===== src/rtl/ctrl_pkg.sv =====
// ctrl_pkg: shared encodings for the multicycle control unit.
//   - opcode constants (instruction[31:26])
//   - FSM state encodings
//   - ALUOp, PCSrc and RegDst codes
//   - op_class_e: coarse instruction class used by the sequencer
package ctrl_pkg;

  localparam logic [5:0] OP_ADD  = 6'b000000;
  localparam logic [5:0] OP_SUB  = 6'b000001;
  localparam logic [5:0] OP_ADDI = 6'b000010;
  localparam logic [5:0] OP_OR   = 6'b010000;
  localparam logic [5:0] OP_AND  = 6'b010001;
  localparam logic [5:0] OP_ORI  = 6'b010010;
  localparam logic [5:0] OP_SLL  = 6'b011000;
  localparam logic [5:0] OP_SLT  = 6'b100110;
  localparam logic [5:0] OP_SLTI = 6'b100111;
  localparam logic [5:0] OP_SW   = 6'b110000;
  localparam logic [5:0] OP_LW   = 6'b110001;
  localparam logic [5:0] OP_BEQ  = 6'b110100;
  localparam logic [5:0] OP_J    = 6'b111000;
  localparam logic [5:0] OP_JR   = 6'b111001;
  localparam logic [5:0] OP_JAL  = 6'b111010;
  localparam logic [5:0] OP_HALT = 6'b111111;

  typedef enum logic [3:0] {
    S_IF      = 4'b0000,
    S_ID      = 4'b0001,
    S_EXE_MEM = 4'b0010,
    S_MEM     = 4'b0011,
    S_WB_LD   = 4'b0100,
    S_EXE_BR  = 4'b0101,
    S_EXE_AL  = 4'b0110,
    S_WB_AL   = 4'b0111,
    S_HALT    = 4'b1000
  } state_e;

  localparam logic [2:0] ALU_ADD = 3'b000;
  localparam logic [2:0] ALU_SUB = 3'b001;
  localparam logic [2:0] ALU_SLL = 3'b010;
  localparam logic [2:0] ALU_OR  = 3'b011;
  localparam logic [2:0] ALU_AND = 3'b100;
  localparam logic [2:0] ALU_SLT = 3'b101;

  localparam logic [1:0] PC_NEXT   = 2'b00;
  localparam logic [1:0] PC_BRANCH = 2'b01;
  localparam logic [1:0] PC_RS     = 2'b10;
  localparam logic [1:0] PC_JUMP   = 2'b11;

  localparam logic [1:0] RD_RA = 2'b00;
  localparam logic [1:0] RD_RT = 2'b01;
  localparam logic [1:0] RD_RD = 2'b10;

  typedef enum logic [2:0] {
    C_AL   = 3'd0,
    C_BR   = 3'd1,
    C_MEM  = 3'd2,
    C_JMP  = 3'd3,
    C_HALT = 3'd4,
    C_ILL  = 3'd5
  } op_class_e;

endpackage


===== src/rtl/ctrl_decode.sv =====
// ctrl_decode: purely combinational opcode decoder.
// Ports:
//   op_i           opcode from the IR
//   cls_o          instruction class for the sequencer
//   alu_src_a_o    1 = shamt on ALU A
//   alu_src_b_o    1 = extended immediate on ALU B
//   ext_sel_o      1 = sign-extend, 0 = zero-extend
//   wr_reg_d_src_o 0 = PC+4 (jal), 1 = DB
//   reg_dst_o      destination register select
//   alu_op_o       ALU operation
//   pc_src_o       op-derived PC select; PC_BRANCH here is only a candidate,
//                  the top qualifies it with state and zero
module ctrl_decode
  import ctrl_pkg::*;
(
  input  logic [5:0] op_i,
  output op_class_e  cls_o,
  output logic       alu_src_a_o,
  output logic       alu_src_b_o,
  output logic       ext_sel_o,
  output logic       wr_reg_d_src_o,
  output logic [1:0] reg_dst_o,
  output logic [2:0] alu_op_o,
  output logic [1:0] pc_src_o
);

  always_comb begin
    cls_o          = C_ILL;
    alu_src_a_o    = 1'b0;
    alu_src_b_o    = 1'b0;
    ext_sel_o      = 1'b1;
    wr_reg_d_src_o = 1'b1;
    reg_dst_o      = RD_RT;
    alu_op_o       = ALU_ADD;
    pc_src_o       = PC_NEXT;
    case (op_i)
      OP_ADD:  begin cls_o = C_AL; reg_dst_o = RD_RD; end
      OP_SUB:  begin cls_o = C_AL; reg_dst_o = RD_RD; alu_op_o = ALU_SUB; end
      OP_OR:   begin cls_o = C_AL; reg_dst_o = RD_RD; alu_op_o = ALU_OR; end
      OP_AND:  begin cls_o = C_AL; reg_dst_o = RD_RD; alu_op_o = ALU_AND; end
      OP_SLT:  begin cls_o = C_AL; reg_dst_o = RD_RD; alu_op_o = ALU_SLT; end
      OP_SLL:  begin
        cls_o = C_AL; reg_dst_o = RD_RD; alu_op_o = ALU_SLL; alu_src_a_o = 1'b1;
      end
      OP_ADDI: begin cls_o = C_AL; alu_src_b_o = 1'b1; end
      OP_ORI:  begin
        cls_o = C_AL; alu_src_b_o = 1'b1; ext_sel_o = 1'b0; alu_op_o = ALU_OR;
      end
      OP_SLTI: begin cls_o = C_AL; alu_src_b_o = 1'b1; alu_op_o = ALU_SLT; end
      OP_SW, OP_LW: begin cls_o = C_MEM; alu_src_b_o = 1'b1; end
      OP_BEQ:  begin cls_o = C_BR; alu_op_o = ALU_SUB; pc_src_o = PC_BRANCH; end
      OP_J:    begin cls_o = C_JMP; pc_src_o = PC_JUMP; end
      OP_JR:   begin cls_o = C_JMP; pc_src_o = PC_RS; end
      OP_JAL:  begin
        cls_o = C_JMP; pc_src_o = PC_JUMP; reg_dst_o = RD_RA; wr_reg_d_src_o = 1'b0;
      end
      OP_HALT: cls_o = C_HALT;
      default: ;
    endcase
  end

endmodule


===== src/rtl/multicycle_ctrl.sv =====
// multicycle_ctrl: state sequencer and enable generation for the multicycle CPU.
// Optional feature macro: ILLEGAL_OP_TRAP_EN (unlisted opcode halts the core
// and sets the sticky illegal_op flag; otherwise it executes as a 2-cycle NOP).
// Ports:
//   CLK, Reset (sync, active-high), op (IR opcode), zero (ALU flag)
//   IRWre, PCWre, RegWre, mRD, mWR : write/strobe enables
//   ALUSrcA, ALUSrcB, ExtSel, DBDataSrc, WrRegDSrc, RegDst, PCSrc, ALUOp : selects
//   halted, illegal_op : status
//
// state     | meaning
// S_IF      | fetch, IR written on this cycle's negedge
// S_ID      | decode; jumps finish here
// S_EXE_AL  | ALU operation for arithmetic/logic
// S_WB_AL   | ALU result written back, PC advances
// S_EXE_BR  | beq compare, PC updates
// S_EXE_MEM | address calculation for lw/sw
// S_MEM     | memory access; sw finishes here
// S_WB_LD   | load data written back
// S_HALT    | stopped until Reset
module multicycle_ctrl
  import ctrl_pkg::*;
(
  input  logic       CLK,
  input  logic       Reset,
  input  logic [5:0] op,
  input  logic       zero,
  output logic       IRWre,
  output logic       PCWre,
  output logic       RegWre,
  output logic       mRD,
  output logic       mWR,
  output logic       ALUSrcA,
  output logic       ALUSrcB,
  output logic       ExtSel,
  output logic       DBDataSrc,
  output logic       WrRegDSrc,
  output logic [1:0] RegDst,
  output logic [1:0] PCSrc,
  output logic [2:0] ALUOp,
  output logic       halted,
  output logic       illegal_op
);

  state_e    state_q, state_d;
  op_class_e cls;
  logic [1:0] dec_pc_src;

  ctrl_decode u_decode (
    .op_i           (op),
    .cls_o          (cls),
    .alu_src_a_o    (ALUSrcA),
    .alu_src_b_o    (ALUSrcB),
    .ext_sel_o      (ExtSel),
    .wr_reg_d_src_o (WrRegDSrc),
    .reg_dst_o      (RegDst),
    .alu_op_o       (ALUOp),
    .pc_src_o       (dec_pc_src)
  );

  always_comb begin
    state_d = state_q;
    case (state_q)
      S_IF: state_d = S_ID;
      S_ID: begin
        case (cls)
          C_JMP:   state_d = S_IF;
          C_BR:    state_d = S_EXE_BR;
          C_MEM:   state_d = S_EXE_MEM;
          C_AL:    state_d = S_EXE_AL;
          C_HALT:  state_d = S_HALT;
`ifdef ILLEGAL_OP_TRAP_EN
          default: state_d = S_HALT;
`else
          default: state_d = S_IF;
`endif
        endcase
      end
      S_EXE_AL:  state_d = S_WB_AL;
      S_WB_AL:   state_d = S_IF;
      S_EXE_BR:  state_d = S_IF;
      S_EXE_MEM: state_d = S_MEM;
      S_MEM:     state_d = (op == OP_LW) ? S_WB_LD : S_IF;
      S_WB_LD:   state_d = S_IF;
      S_HALT:    state_d = S_HALT;
      default:   state_d = S_IF;
    endcase
  end

`ifdef ILLEGAL_OP_TRAP_EN
  logic illegal_q;

  always_ff @(posedge CLK) begin
    if (Reset) begin
      state_q   <= S_IF;
      illegal_q <= 1'b0;
    end else begin
      state_q <= state_d;
      // set on the same edge that enters S_HALT from an unlisted opcode
      if (state_q == S_ID && cls == C_ILL) illegal_q <= 1'b1;
    end
  end

  assign illegal_op = illegal_q & ~Reset;
`else
  always_ff @(posedge CLK) begin
    if (Reset) state_q <= S_IF;
    else       state_q <= state_d;
  end

  assign illegal_op = 1'b0;
`endif

  // Enables are forced low during Reset so an aborted instruction never commits.
  always_comb begin
    IRWre  = 1'b0;
    PCWre  = 1'b0;
    RegWre = 1'b0;
    mRD    = 1'b0;
    mWR    = 1'b0;
    if (!Reset) begin
      case (state_q)
        S_IF: IRWre = 1'b1;
        S_ID: begin
          if (cls == C_JMP) begin
            PCWre  = 1'b1;
            RegWre = (op == OP_JAL);
          end
`ifndef ILLEGAL_OP_TRAP_EN
          else if (cls == C_ILL) PCWre = 1'b1;
`endif
        end
        S_EXE_BR: PCWre = 1'b1;
        S_MEM: begin
          if (op == OP_LW) mRD = 1'b1;
          else if (op == OP_SW) begin
            mWR   = 1'b1;
            PCWre = 1'b1;
          end
        end
        S_WB_AL, S_WB_LD: begin
          PCWre  = 1'b1;
          RegWre = 1'b1;
        end
        default: ;
      endcase
    end
  end

  // beq only redirects the PC in its execute cycle with a taken compare.
  always_comb begin
    PCSrc = dec_pc_src;
    if (dec_pc_src == PC_BRANCH)
      PCSrc = (state_q == S_EXE_BR && zero) ? PC_BRANCH : PC_NEXT;
  end

  assign DBDataSrc = (state_q == S_WB_LD);
  assign halted    = (state_q == S_HALT) & ~Reset;

endmodule


===== config.mk =====
export PLATFORM = sky130hd
export DESIGN_NAME = multicycle_ctrl
export DESIGN_NICKNAME = d
export VERILOG_FILES = /design/src/rtl/ctrl_pkg.sv /design/src/rtl/ctrl_decode.sv /design/src/rtl/multicycle_ctrl.sv
export SDC_FILE = /design/constraint.sdc
export NUM_CORES = 1
export LEC_CHECK = 0
export CAP_MARGIN = 10
export CORE_MARGIN = 2
export CORE_UTILIZATION = 35
export DETAILED_ROUTE_END_ITERATION = 6
export GPL_ROUTABILITY_DRIVEN = 0
export PLACE_DENSITY = 0.69
export SYNTH_ARGS = -nofsm -noshare
export SYNTH_HDL_FRONTEND = slang
export SYNTH_SLANG_ARGS = --single-unit

===== constraint.sdc =====
create_clock -name CLK -period 1.4 [get_ports CLK]
set_clock_uncertainty 0.2 [all_clocks]
set_input_delay 0.28 -clock CLK [delete_from_list [all_inputs] [get_ports CLK]]
set_output_delay 0.28 -clock CLK [all_outputs]
set_load 0.02 [all_outputs]

---- Word-level counts from Yosys, hierarchy flattened ----
Cells that the tools add are included.
storage, ports and cells
  register bits after elaboration ......... 4
  word-level logic and storage cells ...... 76
cells by class
  equal/unequal tests ..................... 29
  muxes and demuxes ....................... 29
  bitwise operators ....................... 2
  reduce and logical (&&, ||, !) cells .... 15
operators by type and width
  operator              count
  $eq A6 B6 Y1 const B  9
  $pmux W3 S5           2
  $eq A6 B5 Y1 const B  4
  $pmux W4 S6           1
  $mux W1               19
  $eq A4 B3 Y1 const B  4
  $pmux W4 S4           1
  $reduce_or A2 Y1      6
  $reduce_or A9 Y1      1
  $eq A4 B2 Y1 const B  2
  $eq A3 B2 Y1 const B  2
  $eq A3 B3 Y1 const B  2
  $eq A6 B1 Y1 const B  1
  $eq A6 B2 Y1 const B  1
  $logic_not A6 Y1      1
  $pmux W2 S3           1
  $reduce_or A3 Y1      2
  $reduce_or A6 Y1      1
  $reduce_or A5 Y1      1
  $eq A4 B1 Y1 const B  1
  $eq A4 B4 Y1 const B  1
  $logic_not A4 Y1      1
  $pmux W2 S2           1
  $eq A3 B1 Y1 const B  1
  9 further kinds       9

---- Longest topological paths before layout ----
Gate-level depths: netlist of run 1.
  word-level depth ........................ 8
  gate-level depth with buffers ........... 6
  mapped depth without buffers ............ 4

---- Modules after synthesis ----
Synthesis of run 1 repeated with hierarchy kept, for this count alone.
unflattened totals
  cell total of the unflattened synthesis .. 124
  area total of the unflattened synthesis .. 858.3 sq um
modules (own cells, without submodules)
  module           instances  cells each  area each (sq um)  seq. area each (sq um)
  multicycle_ctrl  1          57          432.9              80.1
  ctrl_decode      1          67          425.4              0.0

---- Worst setup path after synthesis of run 1 ----
No wires, ideal clock.
  path type ............................... input to output
  start ................................... input port op[3]
  end ..................................... output port ALUOp[1]
  arrival ................................. 1706 ps
  path slack .............................. -786 ps
  stages .................................. 3
  buffers on the path ..................... 2
  cell sequence ........................... buf_6 > buf_4 > a2111oi_0
between the ends
  cells in the longest elaborated chain, start to end .. 3
  elaborated cells between the ends (all ways) .. 12
  classes of those cells .................. eq/ne (8); mux (1); reduce/logical (3)
RTL lines
  what                                  RTL line               RTL
  from (decl)                           multicycle_ctrl.sv:25  input logic [5:0] op,
  $eq A6 B1 Y1 (tied with other cells)  ctrl_decode.sv:36      case (op_i)
  $reduce_or A2 Y1 (no source line)     -
  $pmux W3 S5 (*)                       ctrl_decode.sv:36
  to (decl)                             multicycle_ctrl.sv:39  output logic [2:0] ALUOp,
Every way passes the cells marked *; elsewhere a longest branch is shown, timed or not.

---- Worst setup path after layout of run 1 ----
  start ................................... input port op[5]
  end ..................................... output port RegDst[0]
between the ends
  cells in the longest elaborated chain, start to end .. 3
  elaborated cells between the ends (all ways) .. 9
  classes of those cells .................. eq/ne (6); mux (1); reduce/logical (2)
RTL lines
  what                                  RTL line               RTL
  $eq A6 B1 Y1 (tied with other cells)  ctrl_decode.sv:36
  $reduce_or A6 Y1 (no source line)     -
  $pmux W2 S2 (*)                       ctrl_decode.sv:36
  to (decl)                             multicycle_ctrl.sv:37  output logic [1:0] RegDst,
Marked as above.

==> results of run 1 <==
[cell type report]
class / instances / area, sq um / share of cell area [%]
inverters: 5 / 23.8 / 1.10
well taps: 30 / 37.5 / 1.73
repair buffers: 94 / 952 / 43.9
multi-input cells: 95 / 1040 / 48.1
clock buffers: 3 / 22.5 / 1.04
flip-flops and latches: 4 / 90.1 / 4.15
[worst max-delay path by stage]
stage	from	end	slack, ps
2_1_floorplan	op[3]	PCSrc[0]	-270
3_3_place_gp	op[1]	PCWre	-1420
3_5_place_dp	op[1]	mWR	-1440
4_1_cts	op[3]	mWR	-550
5_1_grt	Reset	PCWre	-590
6_report	op[5]	RegDst[0]	-570
[power by group through the flow]
stage                     combinational (W)  sequential [W]  clock (W)
after floorplan                    0.000256        0.000126          0
after global placement             0.000392        0.000130          0
after detailed placement           0.000400        0.000130          0
after CTS                          0.000541        0.000128   0.000149
after global routing               0.000639        0.000129   0.000150
final                              0.000618        0.000129   0.000148
[synth_stat cells (2+ instances only)]
master                      instances
sky130_fd_sc_hd__nor3b_1            2
sky130_fd_sc_hd__a2111oi_0          2
sky130_fd_sc_hd__and3_1             2
sky130_fd_sc_hd__nor4b_1            4
sky130_fd_sc_hd__inv_1              4
sky130_fd_sc_hd__nor2b_1            3
sky130_fd_sc_hd__buf_6              4
sky130_fd_sc_hd__nor3_1            10
sky130_fd_sc_hd__a21oi_1            6
sky130_fd_sc_hd__a32oi_1            2
sky130_fd_sc_hd__buf_2              3
sky130_fd_sc_hd__o31ai_1            2
sky130_fd_sc_hd__nand2_1            7
sky130_fd_sc_hd__buf_4              4
sky130_fd_sc_hd__nand3_1            3
sky130_fd_sc_hd__dfxtp_1            4
sky130_fd_sc_hd__nand4_1            2
sky130_fd_sc_hd__a21bo_1            2
sky130_fd_sc_hd__o21ai_0            3
sky130_fd_sc_hd__or3_1              2
sky130_fd_sc_hd__nor2_1             8
sky130_fd_sc_hd__nand2b_1           6
[cells by family (layout without fill, tap and decap cells)]
| logic type | count (synthesis) | in the layout | share of synthesized area, % |
|---|---|---|---|
| flops | 4 | 4 | 9.17 |
| other cells | 1 | 1 | 0.429 |
| buf+inv | 18 | 102 | 14.5 |
| compound gates | 35 | 35 | 33.7 |
| simple gates | 59 | 59 | 42.3 |
[worst register-to-register path: stages (launching register included)]
cell	delay [ps]
sky130_fd_sc_hd__dfxtp_4	360
sky130_fd_sc_hd__or2_4	250
sky130_fd_sc_hd__nor3_4	230
sky130_fd_sc_hd__buf_4	150
sky130_fd_sc_hd__a21boi_2	160
sky130_fd_sc_hd__o2bb2ai_1	130
[per-stage QoR]
stage / cell area (sq um) / total power (W)
floorplan: 1090 / 0.000382
global placement: 1580 / 0.000522
detailed placement: 1580 / 0.000530
CTS: 2050 / 0.000818
global route: 2170 / 0.000918
finish: 2170 / 0.000895
[timing repair]
action                     CTS  global route
gates resized for setup    187            23
hold endpoints to repair     0             0
buffers inserted            22             5
gates cloned                 3             0
setup endpoints to repair   22            22
hold buffers                 0             0
pin swaps                   35            17
[routing by layer]
metal / global-route usage [%] / routed length (microns) / up-vias / share of wire, %
met2: 53.9 / 2490 / 80 / 50
li1: - / - / 616 / -
met4: 11.5 / 161 / 0 / 3.2
met5: 0 / 0 / - / 0
met1: 40.1 / 2010 / 684 / 40
met3: 3.06 / 321 / 21 / 6.4
==> metrics, run 1 <==
CP max stage cell=sky130_fd_sc_hd__o21ai_2; total track usage=31.4%; total gr overflow=0; Min-Delay Path Class=input pin to register; net switching share of the total power=40.1%; top cells by area, synth=sky130_fd_sc_hd__dfxtp_1 (9.2%), sky130_fd_sc_hd__nor3_1 (5.7%), sky130_fd_sc_hd__buf_6 (5.2%), sky130_fd_sc_hd__nand2b_1 (4.3%), sky130_fd_sc_hd__nor4b_1 (4.0%); worst-path fanout max=8; violations in the final reports=negative setup slack; async set-or-reset flop fraction in the synthesized netlist=0%; count of nets left with antenna violations after detail routing=0; Seq/Total Area, Yosys=9.17%; antenna violations before repair=0; antenna diode count=0; RSZ-0062 raised after global routing=true; critical path required time=920 ps; total number of vias=1401; crit path buf inv count=5; synthesized instance count=117; number of setup violations in the final report=22; hold-critical path depth=4; Filler Cell Count=94; # IOs=28; clock buffers created by TritonCTS=3; die span in x=roughly 54 microns; Yosys top cell by area=sky130_fd_sc_hd__dfxtp_1; synthesized area divided by synthesized cell count=7.46 sq um; DR pass1 iterations=4; fraction of post-synthesis cell area in the top cell type by area=9.17%; vias in the first global route=1397; core region area=between 0.002 and 0.0025 sq mm; dominant delay contributor by cell family on the critical path=buffers and inverters; WL/cell=approximately 22 microns; number of placement rows=18; Final Routed Wirelength=4980 microns; height of the die=54.0 microns; CP dominant cell by count=sky130_fd_sc_hd__buf_8; maximum number of pins on one net before global-route repair=9; number of flip-flops in the largest register=4; residual DRC count=0; # nets final=roughly 210; TritonCTS clock tree=done; critical path data arrival time=about 1500 ps; Final Instance Count excl. Fillers=231; final worst-path setup slack=-567 ps; DP Wirelength=around 2400 microns; Total Die Area=0.00291 sq mm; Comb pwr share=69.1%; worst hold path endpoint=state_q[0]$_SDFF_PP0_; wire length of the first global-routing pass=6600 microns; number of nets in the synthesized netlist=126; biggest registers after layout=state_q: 4 flops; share of final-layout standard cells stronger than drive strength 1=82.1%; Max Transition Viols Final=0; utilization after layout=90.0%; register bank with the most flops=state_q; clock-pin slew of the registers on the worst-case setup and hold paths=40 ps; P_int=approximately 0.00054 W; final hold violation count=0; net load switching power=0.000359 W; Starting DRT DRC Count=58; maximum resistive drop on vdd=512 uV; area of the mapped netlist=approximately 870 sq um; origin of the critical flop-to-flop path=state_q[3]$_SDFF_PP0_; Synthesis Warnings=0; CP Launch Type=input pin; post-place setup slack=-1440 ps; Worst R2R End=state_q[1]$_SDFF_PP0_; register-to-register setup slack=-170 ps; synthesis-stage register bit count=4; Num Clock Sinks=4; Period Utilization, post-route=140%; average vias per placed instance=~6; CTS root buffer=sky130_fd_sc_hd__clkbuf_4; sequence of cells on the critical path=buf_8 -> buf_12 -> buf_8 -> nor2_4 -> a32oi_2 -> o21ai_2 -> buf_4 -> nor2b_4 -> buf_6; Crit Path Category=input pin to primary output; Buffers on Ports=26; CTS HTree Levels=1; primary flip-flop cell chosen by synthesis mapping=sky130_fd_sc_hd__dfxtp_1; Worst path depth=9; Final Hold Slack=slightly above 300 ps; synthesis-to-layout area growth=148%; minimum clock period=1970 ps; Hold Startpoint=op[4]; maximum single-stage delay on the critical path=250 ps; maximum clock path buffer count=2; number of enable-type register cells in the synthesized netlist=0; type of destination of the critical path=primary output; commonest non-fill, non-tap cells in the layout=sky130_fd_sc_hd__buf_4 (50), sky130_fd_sc_hd__buf_6 (28), sky130_fd_sc_hd__nor3_4 (6), sky130_fd_sc_hd__buf_8 (6), sky130_fd_sc_hd__buf_12 (6); cell count after placement=201; part of the power in the clock network=between 15 and 20%; count of unique library cells instantiated by Yosys=54; relative contribution of sequential cells to total power=roughly 14%; Lkg Pwr=approximately 0.92 nW; final-layout setup total negative slack=-7580 ps; fmax=a little over 0.5 GHz; status=finished, violations left; max capacitance violation total=0; most common cell after layout, fill and taps aside=sky130_fd_sc_hd__buf_4; total power divided by cell area=between 400 and 500 mW/mm^2; effective utilization at floorplan=36.2%; number of cell instances on the worst register-to-register path=5; clock latency on the worst-skew pair=230 ps
Power figures use the tool's default switching activity.
==> run 2: changes to the inputs <==
- CORE_MARGIN: 2 -> 3
==> run 2 against run 1 <==
Against the previous run:
- the run still ends with negative setup slack left
- die area up 7.6%
- final area down 3.3%
- power about the same
- register-to-register slack worse by 30 ps
- global-route usage down 3.5 points
- critical path type is now register to primary output
- critical endpoint is now PCWre
==> metrics, run 2 (same netlist as run 1, synthesis figures left out) <==
status=finished, violations left; violations in the final reports=negative setup slack; CTS root buffer=sky130_fd_sc_hd__clkbuf_4; clock-pin slew of the registers on the worst-case setup and hold paths=50 ps (about the same); dominant delay contributor by cell family on the critical path=compound AO/OA/AOI/OAI gates; placed cell area=0.00153 sq mm (-2.9%); minimum clock period=2010 ps (+46.1 ps); fmax=0.497 GHz (-2.3%); residual DRC count=0 (unchanged); net load switching power=0.000379 W (+5.6%); total track usage=27.9% (-3.5 points); Max Transition Viols Final=0 (unchanged); height of the die=56.0 microns (+3.7%); post-place setup slack=-1380 ps (+54.3 ps); wire length of the first global-routing pass=6910 microns (+4.7%); Starting DRT DRC Count=90 (+55%); origin of the critical flop-to-flop path=state_q[0]$_SDFF_PP0_; launch point of the critical path=state_q[1]$_SDFF_PP0_; WL/cell=23.5 microns (+9.1%); Final Routed Wirelength=5200 microns (+4.4%); RSZ-0062 raised after global routing=true; most common cell after layout, fill and taps aside=sky130_fd_sc_hd__buf_4; total number of vias=1435 (+2.4%); maximum clock path buffer count=2 (unchanged); average vias per placed instance=6.49 (+7.1%); endpoint of the worst setup timing path=PCWre; clock buffers created by TritonCTS=3 (unchanged); Comb pwr share=66.8% (-2.3 points); Num Clock Sinks=4 (unchanged); net switching share of the total power=42.3% (+2.2 points); Lkg Pwr=0.865 nW (-5.9%); critical path required time=920 ps (about the same); effective utilization at floorplan=38.0% (+1.8 points); Total Die Area=0.00313 sq mm (+7.6%); antenna diode count=0 (unchanged); crit path buf inv count=2 (-3); Worst path depth=6 (-3); final hold violation count=0 (unchanged); number of setup violations in the final report=22 (unchanged); post-route design area=0.00210 sq mm (-3.3%); TritonCTS clock tree=done; total gr overflow=0 (unchanged); maximum resistive drop on vdd=486 uV (-5.0%); CP max stage cell=sky130_fd_sc_hd__dfxtp_4; synthesis-to-layout area growth=140%; core region area=0.00230 sq mm (-4.7%); Buffers on Ports=26 (unchanged); critical path data arrival time=1530 ps (+40 ps); DR pass1 iterations=4 (unchanged); maximum single-stage delay on the critical path=360 ps (+110 ps); clock latency on the worst-skew pair=250 ps (+20 ps); Final Hold Slack=350 ps (+45.3 ps); CTS HTree Levels=1 (unchanged); part of the power in the clock network=18.6% (+2.0 points); register bank with the most flops=state_q; number of cell instances on the worst register-to-register path=5 (unchanged); Worst R2R End=state_q[2]$_SDFF_PP0_; relative contribution of sequential cells to total power=14.6% (+0.2 points); # IOs=28 (unchanged); type of destination of the critical path=primary output; CP dominant cell by count=sky130_fd_sc_hd__buf_6; die span in x=56.0 microns (+3.7%); CP Launch Type=register; count of nets left with antenna violations after detail routing=0 (unchanged); Period Utilization, post-route=144% (+3.3 points); commonest non-fill, non-tap cells in the layout=sky130_fd_sc_hd__buf_4 (41), sky130_fd_sc_hd__buf_6 (34), sky130_fd_sc_hd__nand2_1 (6), sky130_fd_sc_hd__buf_8 (6); total power divided by cell area=427 mW/mm^2 (+3.5%); Min-Delay Path Class=input pin to register; # nets final=204 (-3.8%); sequence of cells on the critical path=buf_6 -> nor2b_1 -> o21ai_1 -> a2bb2oi_2 -> o21ai_4 -> buf_6; DP Wirelength=2370 microns (-0.40%); final worst-path setup slack=-613 ps (-46.1 ps); antenna violations before repair=0 (unchanged); Crit Path Category=register to primary output; max capacitance violation total=0 (unchanged); biggest registers after layout=state_q: 4 flops; vias in the first global route=1305 (-6.6%); number of flip-flops in the largest register=4 (unchanged); utilization after layout=91.2% (+1.3 points); share of final-layout standard cells stronger than drive strength 1=80.8% (-1.3 points); number of placement rows=17 (-1); register-to-register setup slack=-200 ps (-30 ps); maximum number of pins on one net before global-route repair=11 (+2); P_int=0.000516 W (-3.7%); worst-path fanout max=6 (-2)
==> run 2: cell types whose count changed in the layout (fill, tap and decap cells not counted), moves of 2 or more <==
cell	previous run	this run
sky130_fd_sc_hd__nor3_4	6	4
sky130_fd_sc_hd__a21oi_2	2	4
sky130_fd_sc_hd__nor4b_2	2	0
sky130_fd_sc_hd__buf_6	28	34
sky130_fd_sc_hd__a21oi_1	2	0
sky130_fd_sc_hd__nor2_2	2	0
sky130_fd_sc_hd__buf_4	50	41
sky130_fd_sc_hd__buf_12	6	1
==> run 2: stage by stage <==
stage / TNS (ps) / std cells / total power (W)
after floorplan: -3030 / 117 / 0.000382
after global placement: -23390 / 195 / 0.000516
after detailed placement: -23940 / 195 / 0.000524
after CTS: -6890 / 216 / 0.000780
after global routing: -8640 / 221 / 0.000926
final: -7850 / 221 / 0.000895
==> run 2: final cells by class <==
cell class | instances | area, sq um
multi-input cells | 95 | 1070
fillers | 85 | 201
well taps | 28 | 35.0
repair buffers | 86 | 852
inverters | 5 | 21.3
clock buffers | 3 | 22.5
flip-flops and latches | 4 | 90.1
==> run 2: power by group through the flow <==
stage	combinational [W]	sequential (W)	clock (W)
5_1_grt	0.000619	0.000131	0.000176
2_1_floorplan	0.000256	0.000126	0
3_3_place_gp	0.000386	0.000130	0
4_1_cts	0.000500	0.000129	0.000151
3_5_place_dp	0.000394	0.000130	0
6_report	0.000597	0.000131	0.000166
==> run 2: what timing repair did <==
item,in CTS,in global routing
endpoints found under the setup margin,22,22
hold buffers,0,0
endpoints found under the hold margin,0,0
gates cloned,2,0
setup buffers,16,6
resized for setup,183,33
pin swaps,27,22
==> run 2: worst min path at each step <==
| stage | start | to | cells after the start |
|---|---|---|---|
| final | op[2] | state_q[0]$_SDFF_PP0_ | 4 |
| after global routing | op[2] | state_q[0]$_SDFF_PP0_ | 4 |
| after CTS | op[1] | state_q[0]$_SDFF_PP0_ | 5 |
| after detailed placement | state_q[1]$_SDFF_PP0_ | state_q[1]$_SDFF_PP0_ | 2 |
| after global placement | state_q[1]$_SDFF_PP0_ | state_q[1]$_SDFF_PP0_ | 2 |
| after floorplan | op[0] | state_q[0]$_SDFF_PP0_ | 3 |
==> run 2: worst min-delay path, delay by kind of cell <==
kind,cells,cell delay [ps]
buffers and inverters,2,260
AND/OR/NAND/NOR,1,140
AO/OA/AOI/OAI,1,80
==> run 2: layer usage <==
| layer | routed length (microns) | global-route usage, % | vias to the layer above |
|---|---|---|---|
| met1 | 2000 | 35.6 | 716 |
| li1 | - | - | 599 |
| met2 | 2560 | 47.6 | 89 |
| met3 | 353 | 4.87 | 31 |
| met4 | 287 | 8.14 | 0 |
| met5 | 0 | 0 | - |
==> run 3: changes to the inputs <==
- ABC_CLOCK_PERIOD_IN_PS: unset -> 1400
==> results of run 3 <==
The final DEF is identical to that of run 2; final timing and power are the same.
